`src/rtl/ahb_hart_mem_arbiter.sv`:
```
// Shares one AHB-lite slave port among N_HARTS hart masters, each with a one-entry address buffer.
// Define ARB_FIXED_PRIO_EN for lowest-index-wins arbitration instead of round-robin.
module ahb_hart_mem_arbiter #(
  parameter int unsigned N_HARTS = 2,
  parameter int unsigned W_ADDR  = 32,
  parameter int unsigned W_DATA  = 32
) (
  input  logic                        clk,
  input  logic                        rst_n,
  input  logic [2*N_HARTS-1:0]        m_htrans,
  input  logic [W_ADDR*N_HARTS-1:0]   m_haddr,
  input  logic [N_HARTS-1:0]          m_hwrite,
  input  logic [3*N_HARTS-1:0]        m_hsize,
  input  logic [N_HARTS-1:0]          m_hexcl,
  input  logic [W_DATA*N_HARTS-1:0]   m_hwdata,
  output logic [N_HARTS-1:0]          m_hready,
  output logic [W_DATA-1:0]           m_hrdata,
  output logic [N_HARTS-1:0]          m_hexokay,
  output logic [N_HARTS-1:0]          m_hresp,
  output logic [1:0]                  s_htrans,
  output logic [W_ADDR-1:0]           s_haddr,
  output logic                        s_hwrite,
  output logic [2:0]                  s_hsize,
  output logic                        s_hexcl,
  output logic [7:0]                  s_hmaster,
  output logic [W_DATA-1:0]           s_hwdata,
  output logic                        s_hready,
  output logic [W_DATA-1:0]           s_hartid,
  input  logic                        s_hready_resp,
  input  logic [W_DATA-1:0]           s_hrdata,
  input  logic                        s_hexokay,
  input  logic                        s_hresp
);

  localparam int unsigned W_IDX = (N_HARTS > 1) ? $clog2(N_HARTS) : 1;

  typedef struct packed {
    logic [W_ADDR-1:0] addr;
    logic              write;
    logic [2:0]        size;
    logic              excl;
  } req_t;

  typedef enum logic {ST_IDLE, ST_DATA} state_t;

  state_t             state_q, state_d;
  logic [N_HARTS-1:0] pend_q, pend_d;
  logic [W_IDX-1:0]   grant_q, grant_d;
  req_t               req_q [N_HARTS];
`ifndef ARB_FIXED_PRIO_EN
  logic [W_IDX-1:0]   rr_q, rr_d;
`endif

  req_t               in_req [N_HARTS];
  logic [W_DATA-1:0]  wdata_a [N_HARTS];
  logic [N_HARTS-1:0] cap_c;
  logic [W_IDX-1:0]   pick_c, sel_c, idx_c;
  logic               issue_c, done_c;

  // Unpack the flat per-master buses.
  always_comb begin : unpack
    for (int i = 0; i < int'(N_HARTS); i++) begin
      in_req[i].addr  = m_haddr[i*W_ADDR +: W_ADDR];
      in_req[i].write = m_hwrite[i];
      in_req[i].size  = m_hsize[3*i +: 3];
      in_req[i].excl  = m_hexcl[i];
      wdata_a[i]      = m_hwdata[i*W_DATA +: W_DATA];
    end
  end

  // Arbitration: later loop iterations override, so the closest eligible index wins.
  always_comb begin : pick
    pick_c = grant_q;
    idx_c  = '0;
`ifdef ARB_FIXED_PRIO_EN
    for (int k = int'(N_HARTS) - 1; k >= 0; k--) begin
      idx_c = W_IDX'(k);
      if (pend_q[idx_c]) pick_c = idx_c;
    end
`else
    for (int unsigned k = N_HARTS; k >= 1; k--) begin
      idx_c = W_IDX'((32'(rr_q) + k) % N_HARTS);
      if (pend_q[idx_c]) pick_c = idx_c;
    end
`endif
  end

  // Transfer sequencing: one address phase, then a data phase held until the slave is ready.
  always_comb begin : ctrl
    state_d = state_q;
    grant_d = grant_q;
    issue_c = 1'b0;
    done_c  = 1'b0;
`ifndef ARB_FIXED_PRIO_EN
    rr_d    = rr_q;
`endif
    case (state_q)
      ST_IDLE: begin
        if ((|pend_q) && s_hready_resp) begin
          issue_c = 1'b1;
          state_d = ST_DATA;
          grant_d = pick_c;
`ifndef ARB_FIXED_PRIO_EN
          rr_d    = pick_c;
`endif
        end
      end
      ST_DATA: begin
        if (s_hready_resp) begin
          done_c  = 1'b1;
          state_d = ST_IDLE;
        end
      end
      default: state_d = ST_IDLE;
    endcase
  end

  // Master-facing responses; only the granted master sees slave status.
  always_comb begin : mresp
    m_hready  = ~pend_q;
    m_hexokay = '1;
    m_hresp   = '0;
    if (state_q == ST_DATA) begin
      m_hresp[grant_q] = s_hresp;
      if (done_c) begin
        m_hready[grant_q]  = 1'b1;
        m_hexokay[grant_q] = s_hexokay;
      end
    end
  end

  // Capture may coincide with completion, so the buffer is refilled as the old entry retires.
  always_comb begin : capture
    for (int i = 0; i < int'(N_HARTS); i++) begin
      cap_c[i] = m_hready[i] && ((m_htrans[2*i +: 2] == 2'b10) || (m_htrans[2*i +: 2] == 2'b11));
    end
    pend_d = pend_q;
    if (done_c) pend_d[grant_q] = 1'b0;
    pend_d = pend_d | cap_c;
  end

  assign sel_c     = issue_c ? pick_c : grant_q;
  assign s_htrans  = issue_c ? 2'b10 : 2'b00;
  assign s_haddr   = req_q[sel_c].addr;
  assign s_hwrite  = req_q[sel_c].write;
  assign s_hsize   = req_q[sel_c].size;
  assign s_hexcl   = req_q[sel_c].excl;
  assign s_hmaster = 8'(sel_c);
  assign s_hartid  = W_DATA'(sel_c);
  assign s_hwdata  = wdata_a[grant_q];
  assign s_hready  = s_hready_resp;
  assign m_hrdata  = s_hrdata;

  always_ff @(posedge clk or negedge rst_n) begin
    if (!rst_n) begin
      state_q <= ST_IDLE;
      pend_q  <= '0;
      grant_q <= '0;
`ifndef ARB_FIXED_PRIO_EN
      rr_q    <= W_IDX'(N_HARTS - 1);
`endif
      for (int i = 0; i < int'(N_HARTS); i++) req_q[i] <= '0;
    end else begin
      state_q <= state_d;
      pend_q  <= pend_d;
      grant_q <= grant_d;
`ifndef ARB_FIXED_PRIO_EN
      rr_q    <= rr_d;
`endif
      for (int i = 0; i < int'(N_HARTS); i++) begin
        if (cap_c[i]) req_q[i] <= in_req[i];
      end
    end
  end

endmodule

```
`config.mk`:
```
export PLATFORM = sky130hd
export DESIGN_NAME = ahb_hart_mem_arbiter
export DESIGN_NICKNAME = d
export VERILOG_FILES = /design/src/rtl/ahb_hart_mem_arbiter.sv
export SDC_FILE = /design/constraint.sdc
export NUM_CORES = 1
export LEC_CHECK = 0
export BUFFER_PORTS_ARGS = -buffer_cell sky130_fd_sc_hd__buf_4
export CAP_MARGIN = 20
export CELL_PAD_IN_SITES_DETAIL_PLACEMENT = 1
export CELL_PAD_IN_SITES_GLOBAL_PLACEMENT = 1
export CORE_AREA = 2 2 102 177
export CTS_CLUSTER_DIAMETER = 50
export DETAILED_ROUTE_END_ITERATION = 16
export DIE_AREA = 0 0 104 179
export GPL_TIMING_DRIVEN = 0
export MAX_ROUTING_LAYER = met4
export PLACE_DENSITY = 0.8
export REMOVE_ABC_BUFFERS = 1
export SETUP_SLACK_MARGIN = 0.4
export SYNTH_ARGS = -nofsm -noshare
export SYNTH_HDL_FRONTEND = slang
export SYNTH_SLANG_ARGS = --single-unit
```
`constraint.sdc`:
```
create_clock -name clk -period 1.75 [get_ports clk]
set_clock_uncertainty 0.2 [all_clocks]
set_input_delay 0.2625 -clock clk [delete_from_list [all_inputs] [get_ports clk]]
set_output_delay 0.2625 -clock clk [all_outputs]
set_load 0.02 [all_outputs]
```
# Word-level counts from Yosys, hierarchy flattened
# Index checks and enable logic that the tools add are counted.
# Widths: inputs -> output; s select.
totals:
  ff_bits: 79
  wordCells: 70
classes:
  n_mux: 28
  add_sub_neg: 2
  n_reduce_logical: 8
  n_eq_ne: 4
  bitwise_logic: 10
  magnitude_cmp: 6
op_table:
  columns: ["op", "n"]
  rows:
  - ["$mux 37", 3]
  - ["$mux 32", 3]
  - ["$mux 2", 7]
  - ["$mux 1", 13]
  - ["$eq 2x2->1 const B", 4]
  - ["$lt 1x2->1 const B", 3]
  - ["$or 2x2->2", 3]
  - ["$and 2x2->2", 2]
  - ["$ge 2x2->1 const B", 2]
  - ["$logic_and 1x1->1", 4]
  - ["$not 1->2", 2]
  - ["$not 2->2", 2]
  - ["$add 1x1->1 const B", 2]
  - ["$logic_or 1x1->1", 2]
  - ["$pmux 1 s2", 1]
  - ["$reduce_and 2->1", 1]
  - ["$reduce_or 2->1", 1]
  - ["$demux 1 s1", 1]
  - ["$ge 1x1->1 const B", 1]
  - ["$not 1->1", 1]

# Longest topological paths before layout
# Gate-level depths: netlist of the first run.
depth:
  depth_word: 10
  ltp_mapped: 6
  mapped_depth_nobuf: 3

# Least setup slack after synthesis of the first run
# Ideal clock, no wire load.
synth_path:
  path_type: "reg-to-output"
  start: "register rr_q"
  end: "output port s_haddr[12]"
  required_time_ns: 1.287
  slack_ns: -0.178
  arrival_time_ns: 1.466
  n_path_buf: 2
  stages_incl_launch_ff: 6
  cell_sequence: "dfstp_2 -> nand2_1 -> a32oi_2 -> buf_6 -> buf_12 -> mux2_4"
synth_via:
  elab_chain_cells: 10
synth_rtl:
  columns: ["element", "line_no", "text"]
  rows:
  - ["from (decl)", "51", "logic [W_IDX-1:0] rr_q, rr_d;"]
  - ["from (signal assigned)", "160", "rr_q <= W_IDX'(N_HARTS - 1);"]
  - ["from (signal assigned)", "168", "rr_q <= rr_d;"]
  - ["$add 1x1->1", "82", "idx_c = W_IDX'((32'(rr_q) + k) % N_HARTS);"]
  - ["$mux 1 (implied by the code) (2 in series)", "83", "if (pend_q[idx_c]) pick_c = idx_c;"]
  - ["$mux 1", "83", null]
  - ["$mux 1 *", "83", null]
  - ["$mux 1 *", "142", "assign sel_c = issue_c ? pick_c : grant_q;"]
  - ["$not 1->2 (implied by the code) *", "144", "assign s_haddr = req_q[sel_c].addr;"]
  - ["$mux 37 * (3 in series)", null, null]
  - ["to (decl)", "21", "output logic [W_ADDR-1:0] s_haddr,"]
# Mark *: on every way between the ends. The rest lies on a longest branch, timed or not. The select of a mux whose other input is x is not followed.

# Worst setup path after layout of the first run
layout_path:
  start: "register rr_q"
  end: "output port s_haddr[29]"
# Same word-level chain as after synthesis.

==> results of run 1 <==
[registers in the layout (all words and copies together), names as in the netlist]
name     count
req_q       74
pend_q       2
grant_q      1
rr_q         1
state_q      1
[power by group]
| part | switching (uW) | internal (uW) | leakage, uW | total [uW] |
|---|---|---|---|---|
| logic | 3890 | 5760 | 0.00312 | 9650 |
| clock network | 784 | 1090 | 0.000133 | 1880 |
| registers | 632 | 2750 | 0.000927 | 3380 |
| total | 5310 | 9600 | 0.00418 | 14900 |
[final timing paths]
path                                            start               endpoint  cells past startpoint
worst max register to register    grant_q$_DFFE_PN0N_  req_q[53]$_DFFE_PN0P_                      7
min in group clk                        s_hready_resp      state_q$_DFF_PN0_                      3
max in group asynchronous                       rst_n    grant_q$_DFFE_PN0N_                      2
worst min-delay path                            rst_n  req_q[57]$_DFFE_PN0P_                      1
worst max-delay path                 rr_q$_DFFE_PN1N_            s_haddr[29]                      7
worst min register to register  req_q[17]$_DFFE_PN0P_  req_q[17]$_DFFE_PN0P_                      1
[metrics by stage]
stage                     worst slack (ns)  instances  utilization [%]  hold slack [ns]
after floorplan                      -2.09        286                -           -0.233
after global placement               -3.81        740             34.2            0.267
after detailed placement             -1.01        745             35.1            0.276
after CTS                           -0.815        877             49.0          -0.0474
after global routing                -0.871        884             50.0           -0.294
final                               -0.816        884             50.0           -0.317
[Yosys cell counts (2+ instances only)]
| cell | instances |
|---|---|
| sky130_fd_sc_hd__nor2_1 | 2 |
| sky130_fd_sc_hd__nand2b_1 | 2 |
| sky130_fd_sc_hd__buf_8 | 6 |
| sky130_fd_sc_hd__inv_1 | 2 |
| sky130_fd_sc_hd__nand3b_1 | 2 |
| sky130_fd_sc_hd__nand2_1 | 6 |
| sky130_fd_sc_hd__dfrtp_1 | 78 |
| sky130_fd_sc_hd__buf_2 | 4 |
| sky130_fd_sc_hd__a21boi_1 | 2 |
| sky130_fd_sc_hd__buf_12 | 2 |
| sky130_fd_sc_hd__buf_4 | 78 |
| sky130_fd_sc_hd__mux2_4 | 19 |
| sky130_fd_sc_hd__mux2_2 | 124 |
[worst max-delay path: stages, from the launching register on]
cell,delay [ns]
sky130_fd_sc_hd__dfstp_2,0.55
sky130_fd_sc_hd__nand2_2,0.07
sky130_fd_sc_hd__a32oi_4,0.26
sky130_fd_sc_hd__buf_12,0.18
sky130_fd_sc_hd__buf_12,0.12
sky130_fd_sc_hd__buf_16,0.13
sky130_fd_sc_hd__mux2_4,0.33
sky130_fd_sc_hd__buf_6,0.14
[what timing repair did]
item,4_1_cts,5_1_grt
setup buffers,31,3
gates cloned,10,3
gates resized for setup,205,12
endpoints found under the setup margin,155,157
endpoints found under the hold margin,154,32
pin swaps,5,3
[area by class of cell]
type / instances / area [um2]
Clock buffer: 9 / 225
Clock inverter: 6 / 62.6
Fill cell: 1743 / 8640
Inverter: 2 / 10.0
Multi-Input combinational cell: 205 / 2380
Sequential cell: 79 / 1980
Tap cell: 231 / 289
Timing Repair Buffer: 352 / 3710
[cell families (layout without fill, tap and decap cells)]
family                 after synthesis  after routing  synth area share, %
AOI/OAI and AO/OA                    7              7                 1.26
buffers and inverters               93            369                 16.5
DFF                                 79             79                 43.3
muxes                              143            143                 36.8
other                                1             39               0.0822
and+or+nand+nor                     16             16                 1.95
[layer usage]
metal	track usage [%]	wire length, um	up-vias
met1	23.0	7590	1923
met3	8.32	1860	42
met5	-	0	-
met2	39.7	11200	274
li1	-	-	1682
met4	9.68	777	0
==> results.py, run 1 <==
metrics = {
    "place": {
        "post-dp-hpwl_mm": 12.0,
        "place.port_buffers": 223,
        "finalWeightedCongestion": 0.771,
        "detailed_place.area_um2": 6080,
    },
    "global_route": {
        "track_usage_pct": 22.8,
        "gr-total-overflow": 0,
        "first_global_vias": 4672,
        "largest_net_degree_at_the_start_of_global_routing": 80,
        "grt_pass1_wl_mm": 30.0,
        "antenna_found_initial": 0,
    },
    "clock_tree": {
        "cts.path.max_buffers": 2,
        "clock_sink_count": 79,
        "cts_made_buffers": 9,
        "tritoncts": "built",
        "hold_buffers": 76,
        "worst_skew_pair.late_latency_ns": 0.34,
        "clkSlewWorstSetupHoldPaths_ns": 0.07,
        "clk_root_buffer_cell": "sky130_fd_sc_hd__clkbuf_16",
        "h_tree_depth_reported_by_cts": 3,
    },
    "detailed_routing": {
        "drt_first_iter_violations": 118,
        "drt-pass1-iter-count": 4,
        "finalWirelength_mm": 21.5,
        "routed_via_density": 4.44,
        "detail-route-antenna-nets": 0,
        "wl_per_cell_um": 24.3,
        "drc_violations": 0,
        "route.vias.total": 3921,
    },
    "die": {
        "top_level_port_count": 329,
        "row_count": 64,
        "core-area_um2": 17300,
        "floorplan.die_area_um2": 18600,
        "dieWidth_um": 104,
        "die_height_um": 179,
        "initial_utilization_pct": 26.4,
    },
    "synthesis": {
        "synthDominantAreaCellType": "sky130_fd_sc_hd__dfrtp_1",
        "syn-instance-count": 339,
        "ys_ff_latch": 79,
        "synth_top_cell_area_share_pct": 42.8,
        "synth-main-ff-cell": "sky130_fd_sc_hd__dfrtp_1",
        "syn_area_um2": 4560,
        "synth_area_per_cell_um2": 13.5,
        "synth-seq-area-share_pct": 43.3,
        "synth-warning-count": 0,
        "post_synth_edffs": 0,
        "post_synth_main_area_contributors": "sky130_fd_sc_hd__dfrtp_1 43%, sky130_fd_sc_hd__mux2_2 31%, sky130_fd_sc_hd__buf_4 13%, sky130_fd_sc_hd__mux2_4 6.3%, sky130_fd_sc_hd__buf_8 2.0%",
        "ys_async_sr_fraction_pct": 100,
        "synthDistinctLibCells": 25,
    },
    "worst_setup_path": {
        "critical_path_class": "flop to output port",
        "worst-endpoint-arrival_ns": 2.10,
        "reg2reg_slack_ns": -0.47,
        "worstSetupStartpointType": "flop",
        "worst_ep_required_time_ns": 1.29,
        "endpoint_kind": "output port",
        "worst-path-max-fanout": 7,
    },
    "sta": {
        "fin_setup_tns_ns": -76.87,
        "layout_worst_path_cycle_share_pct": 147,
        "slew_viol_final": 0,
        "timing.fmax_ghz": 0.390,
        "grt_setup_unrepaired": "yes",
        "setup_viol": 153,
        "fin_worst_hold_slack_ns": -0.317,
        "timing.final.crit_period_ns": 2.57,
        "final_critical_path_setup_slack_ns": -0.816,
        "final-hold-violation-count": 32,
    },
    "run_status": {
        "outcome": "finished with violations",
        "violations_in_the_final_reports": "hold timing, setup timing",
    },
    "final_layout": {
        "final_layout_size_suffix_gt1_share_pct": 69.1,
        "area_growth_syn_to_layout_pct": 89.6,
        "diodes": 0,
        "mostFrequentLayoutCells": "152 x sky130_fd_sc_hd__buf_4, 104 x sky130_fd_sc_hd__mux2_4, 91 x sky130_fd_sc_hd__buf_6, 76 x sky130_fd_sc_hd__dlygate4sd3_1, 75 x sky130_fd_sc_hd__dfrtp_1",
        "finalNetCount": 828,
        "postLayoutCellArea_um2": 8650,
        "most_common_cell_after_layout_fill_and_taps_aside": "sky130_fd_sc_hd__buf_4",
    },
    "run": {
        "maxCapViolCount": 0,
    },
    "min_path": {
        "hold_path.class": "input port to async pin",
    },
    "power_and_ir_drop": {
        "vdd_ir_drop_max_mv": 0.908,
        "finalPower_uw": 14900,
        "leakage_uw": 0.00418,
        "pwr_density_cell_nw_per_um2": 1720,
    },
}
Note: power is estimated with default switching activity, not from simulation.
==> run 2, diff against run 1 <==
--- a/config.mk
+++ b/config.mk
@@ -17,7 +17,6 @@
 export MAX_ROUTING_LAYER = met4
 export PLACE_DENSITY = 0.8
 export REMOVE_ABC_BUFFERS = 1
-export SETUP_SLACK_MARGIN = 0.4
 export SYNTH_ARGS = -nofsm -noshare
 export SYNTH_HDL_FRONTEND = slang
 export SYNTH_SLANG_ARGS = --single-unit
==> constraint.sdc (replaced) <==
create_clock -name clk -period 1.75 [get_ports clk]
set_clock_uncertainty 0.2 [all_clocks]
set_input_delay 0.2625 -clock clk [delete_from_list [all_inputs] [get_ports clk]]
set_output_delay 0.2625 -clock clk [all_outputs]
set_load 0.01 [all_outputs]
==> results.py, run 2 (synthesized netlist as in run 1, its figures left out) <==
metrics = {
    "sta": {
        "slew_viol_final": 0,
        "timing.fmax_ghz": 0.409,
        "final-hold-violation-count": 0,
        "setup_viol": 153,
        "grt_setup_unrepaired": "yes",
        "timing.final.crit_period_ns": 2.45,
        "final_critical_path_setup_slack_ns": -0.696,
        "layout_worst_path_cycle_share_pct": 140,
    },
    "power_and_ir_drop": {
        "power.switching_fraction_pct": 32.2,
        "finalPower_uw": 14200,
        "power.clock.fraction_pct": 13.3,
        "power_switching_uw": 4580,
        "vdd_ir_drop_max_mv": 0.842,
        "p_seq_share_pct": 23.9,
        "intPower_uw": 9620,
        "comb_pwr_share_pct": 62.9,
        "pwr_density_cell_nw_per_um2": 1630,
        "leakage_uw": 0.00425,
    },
    "final_layout": {
        "layoutNonFillerInstCount": 892,
        "largest_registers": "req_q (74), pend_q (2)",
        "mostFrequentLayoutCells": "164 x sky130_fd_sc_hd__buf_4, 123 x sky130_fd_sc_hd__mux2_4, 88 x sky130_fd_sc_hd__buf_6, 77 x sky130_fd_sc_hd__dlygate4sd3_1, 75 x sky130_fd_sc_hd__dfrtp_1",
        "flip_flop_count_of_the_largest_register_after_layout": 74,
        "finalNetCount": 835,
        "largest_register": "req_q",
        "area_growth_syn_to_layout_pct": 91.0,
        "most_common_cell_after_layout_fill_and_taps_aside": "sky130_fd_sc_hd__buf_4",
        "final_layout_size_suffix_gt1_share_pct": 69.1,
    },
    "detailed_routing": {
        "wl_per_cell_um": 24.4,
        "drt_first_iter_violations": 132,
        "drt-pass1-iter-count": 4,
        "routed_via_density": 4.46,
        "detail-route-antenna-nets": 0,
        "drc_violations": 0,
        "finalWirelength_mm": 21.8,
        "route.vias.total": 3979,
    },
    "run_status": {
        "outcome": "finished with violations",
        "violations_in_the_final_reports": "setup timing",
    },
    "die": {
        "initial_utilization_pct": 26.4,
        "top_level_port_count": 329,
        "core-area_um2": 17300,
        "floorplan.die_area_um2": 18600,
        "dieWidth_um": 104,
        "row_count": 64,
        "die_height_um": 179,
    },
    "clock_tree": {
        "tritoncts": "built",
        "clock_sink_count": 79,
        "clk_root_buffer_cell": "sky130_fd_sc_hd__clkbuf_16",
        "cts_made_buffers": 9,
        "worst_skew_pair.late_latency_ns": 0.34,
        "cts.path.max_buffers": 2,
        "clkSlewWorstSetupHoldPaths_ns": 0.06,
        "h_tree_depth_reported_by_cts": 3,
    },
    "place": {
        "post-dp-hpwl_mm": 12.0,
        "place.detailed.instances": 745,
        "place.port_buffers": 223,
        "finalWeightedCongestion": 0.771,
        "post-place-ws_ns": -1.01,
    },
    "worst_setup_path": {
        "reg2reg_slack_ns": -0.56,
        "worst_ep_required_time_ns": 1.29,
        "timing.rr.end": "req_q[37]$_DFFE_PN0P_",
        "critical_path_class": "flop to output port",
        "endpoint_kind": "output port",
        "worstSetupStartpointType": "flop",
        "slowest_delay_ns": 0.54,
        "worstPathCellList": "nand2_2, a32oi_4, buf_12, buf_16, mux2_4, buf_6",
        "timing.reg2reg.worst_path_depth": 8,
        "regToRegStartpoint": "grant_q$_DFFE_PN0N_",
        "worst-path-max-fanout": 8,
        "worst-endpoint-arrival_ns": 1.98,
        "worst_path_max_delay_cell": "sky130_fd_sc_hd__dfstp_2",
    },
    "global_route": {
        "track_usage_pct": 23.1,
        "grt_pass1_wl_mm": 30.4,
        "antenna_found_initial": 1,
        "first_global_vias": 4685,
        "gr-total-overflow": 0,
        "largest_net_degree_at_the_start_of_global_routing": 80,
    },
    "min_path": {
        "worst_hold_path.num_cells": 3,
        "hold_path.class": "input port to flop",
        "whs_endpoint": "state_q$_DFF_PN0_",
        "holdCritStartpoint": "s_hready_resp",
    },
    "run": {
        "maxCapViolCount": 0,
    },
}
## run 2: changes by cell type in the layout (fill, tap and decap cells not counted), sizes merged
cell         change
diode            +1
dlygate4sd3      +1
buf              +6
## run 2: area by class of cell
cell class                      instances  area [um2]
Timing Repair Buffer                  359        3700
Clock inverter                          6        62.6
Antenna cell                            1        2.50
Tap cell                              231         289
Fill cell                            1766        8580
Sequential cell                        79        1980
Multi-Input combinational cell        205        2450
Clock buffer                            9         225
Inverter                                2        10.0
## run 2: stage by stage
step                      util (%)  hold slack, ns  instance area, um2  TNS, ns
after detailed placement      35.1           0.276                6080  -106.73
final                         50.4          0.0761                8720   -81.61
after global placement        34.2           0.267                5920  -403.61
after floorplan                  -          -0.233                3960  -217.57
after global routing          50.4          0.0919                8720   -90.01
after CTS                     49.1          0.0427                8500   -76.96
## run 2: how the worst max path moves through the flow
stage                         from                     to  slack, ns  cells past startpoint
4_1_cts           rr_q$_DFFE_PN1N_            s_haddr[29]      -0.80                      7
3_3_place_gp   grant_q$_DFFE_PN0N_   req_q[4]$_DFFE_PN0P_      -3.81                      3
2_1_floorplan  grant_q$_DFFE_PN0N_   req_q[0]$_DFFE_PN0P_      -2.09                      3
5_1_grt           rr_q$_DFFE_PN1N_            s_haddr[29]      -0.75                      6
6_report          rr_q$_DFFE_PN1N_             s_haddr[0]      -0.70                      6
3_5_place_dp   grant_q$_DFFE_PN0N_  req_q[66]$_DFFE_PN0P_      -1.01                      5
## run 2: power groups by stage
stage | Combinational, uW | Clock (uW) | Sequential [uW]
2_1_floorplan | 3060 | 0 | 3180
3_3_place_gp | 5010 | 0 | 3280
3_5_place_dp | 5580 | 0 | 3320
4_1_cts | 8590 | 1940 | 3310
5_1_grt | 9310 | 2010 | 3460
6_report | 8930 | 1880 | 3390
## run 2: metal layers
| metal | global-route usage, % | routed length [um] |
|---|---|---|
| met3 | 8.18 | 1720 |
| met4 | 7.04 | 507 |
| met1 | 23.6 | 7870 |
| met2 | 41.7 | 11700 |
| met5 | - | 0 |
## run 2: critical path, delay by kind of cell, from the launching register on
| family | cells | cell delay (ns) |
|---|---|---|
| AOI/OAI and AO/OA | 1 | 0.25 |
| and+or+nand+nor | 1 | 0.07 |
| DFF | 1 | 0.54 |
| buffers and inverters | 3 | 0.46 |
| muxes | 1 | 0.32 |
## run 2: what timing repair did
| item | CTS | global route |
|---|---|---|
| endpoints found under the setup margin | 153 | 153 |
| gates cloned | 12 | 2 |
| hold buffers | 77 | 0 |
| setup buffers | 32 | 15 |
| pin swaps | 4 | 4 |
| resized for setup | 197 | 45 |
| endpoints found under the hold margin | 154 | 0 |
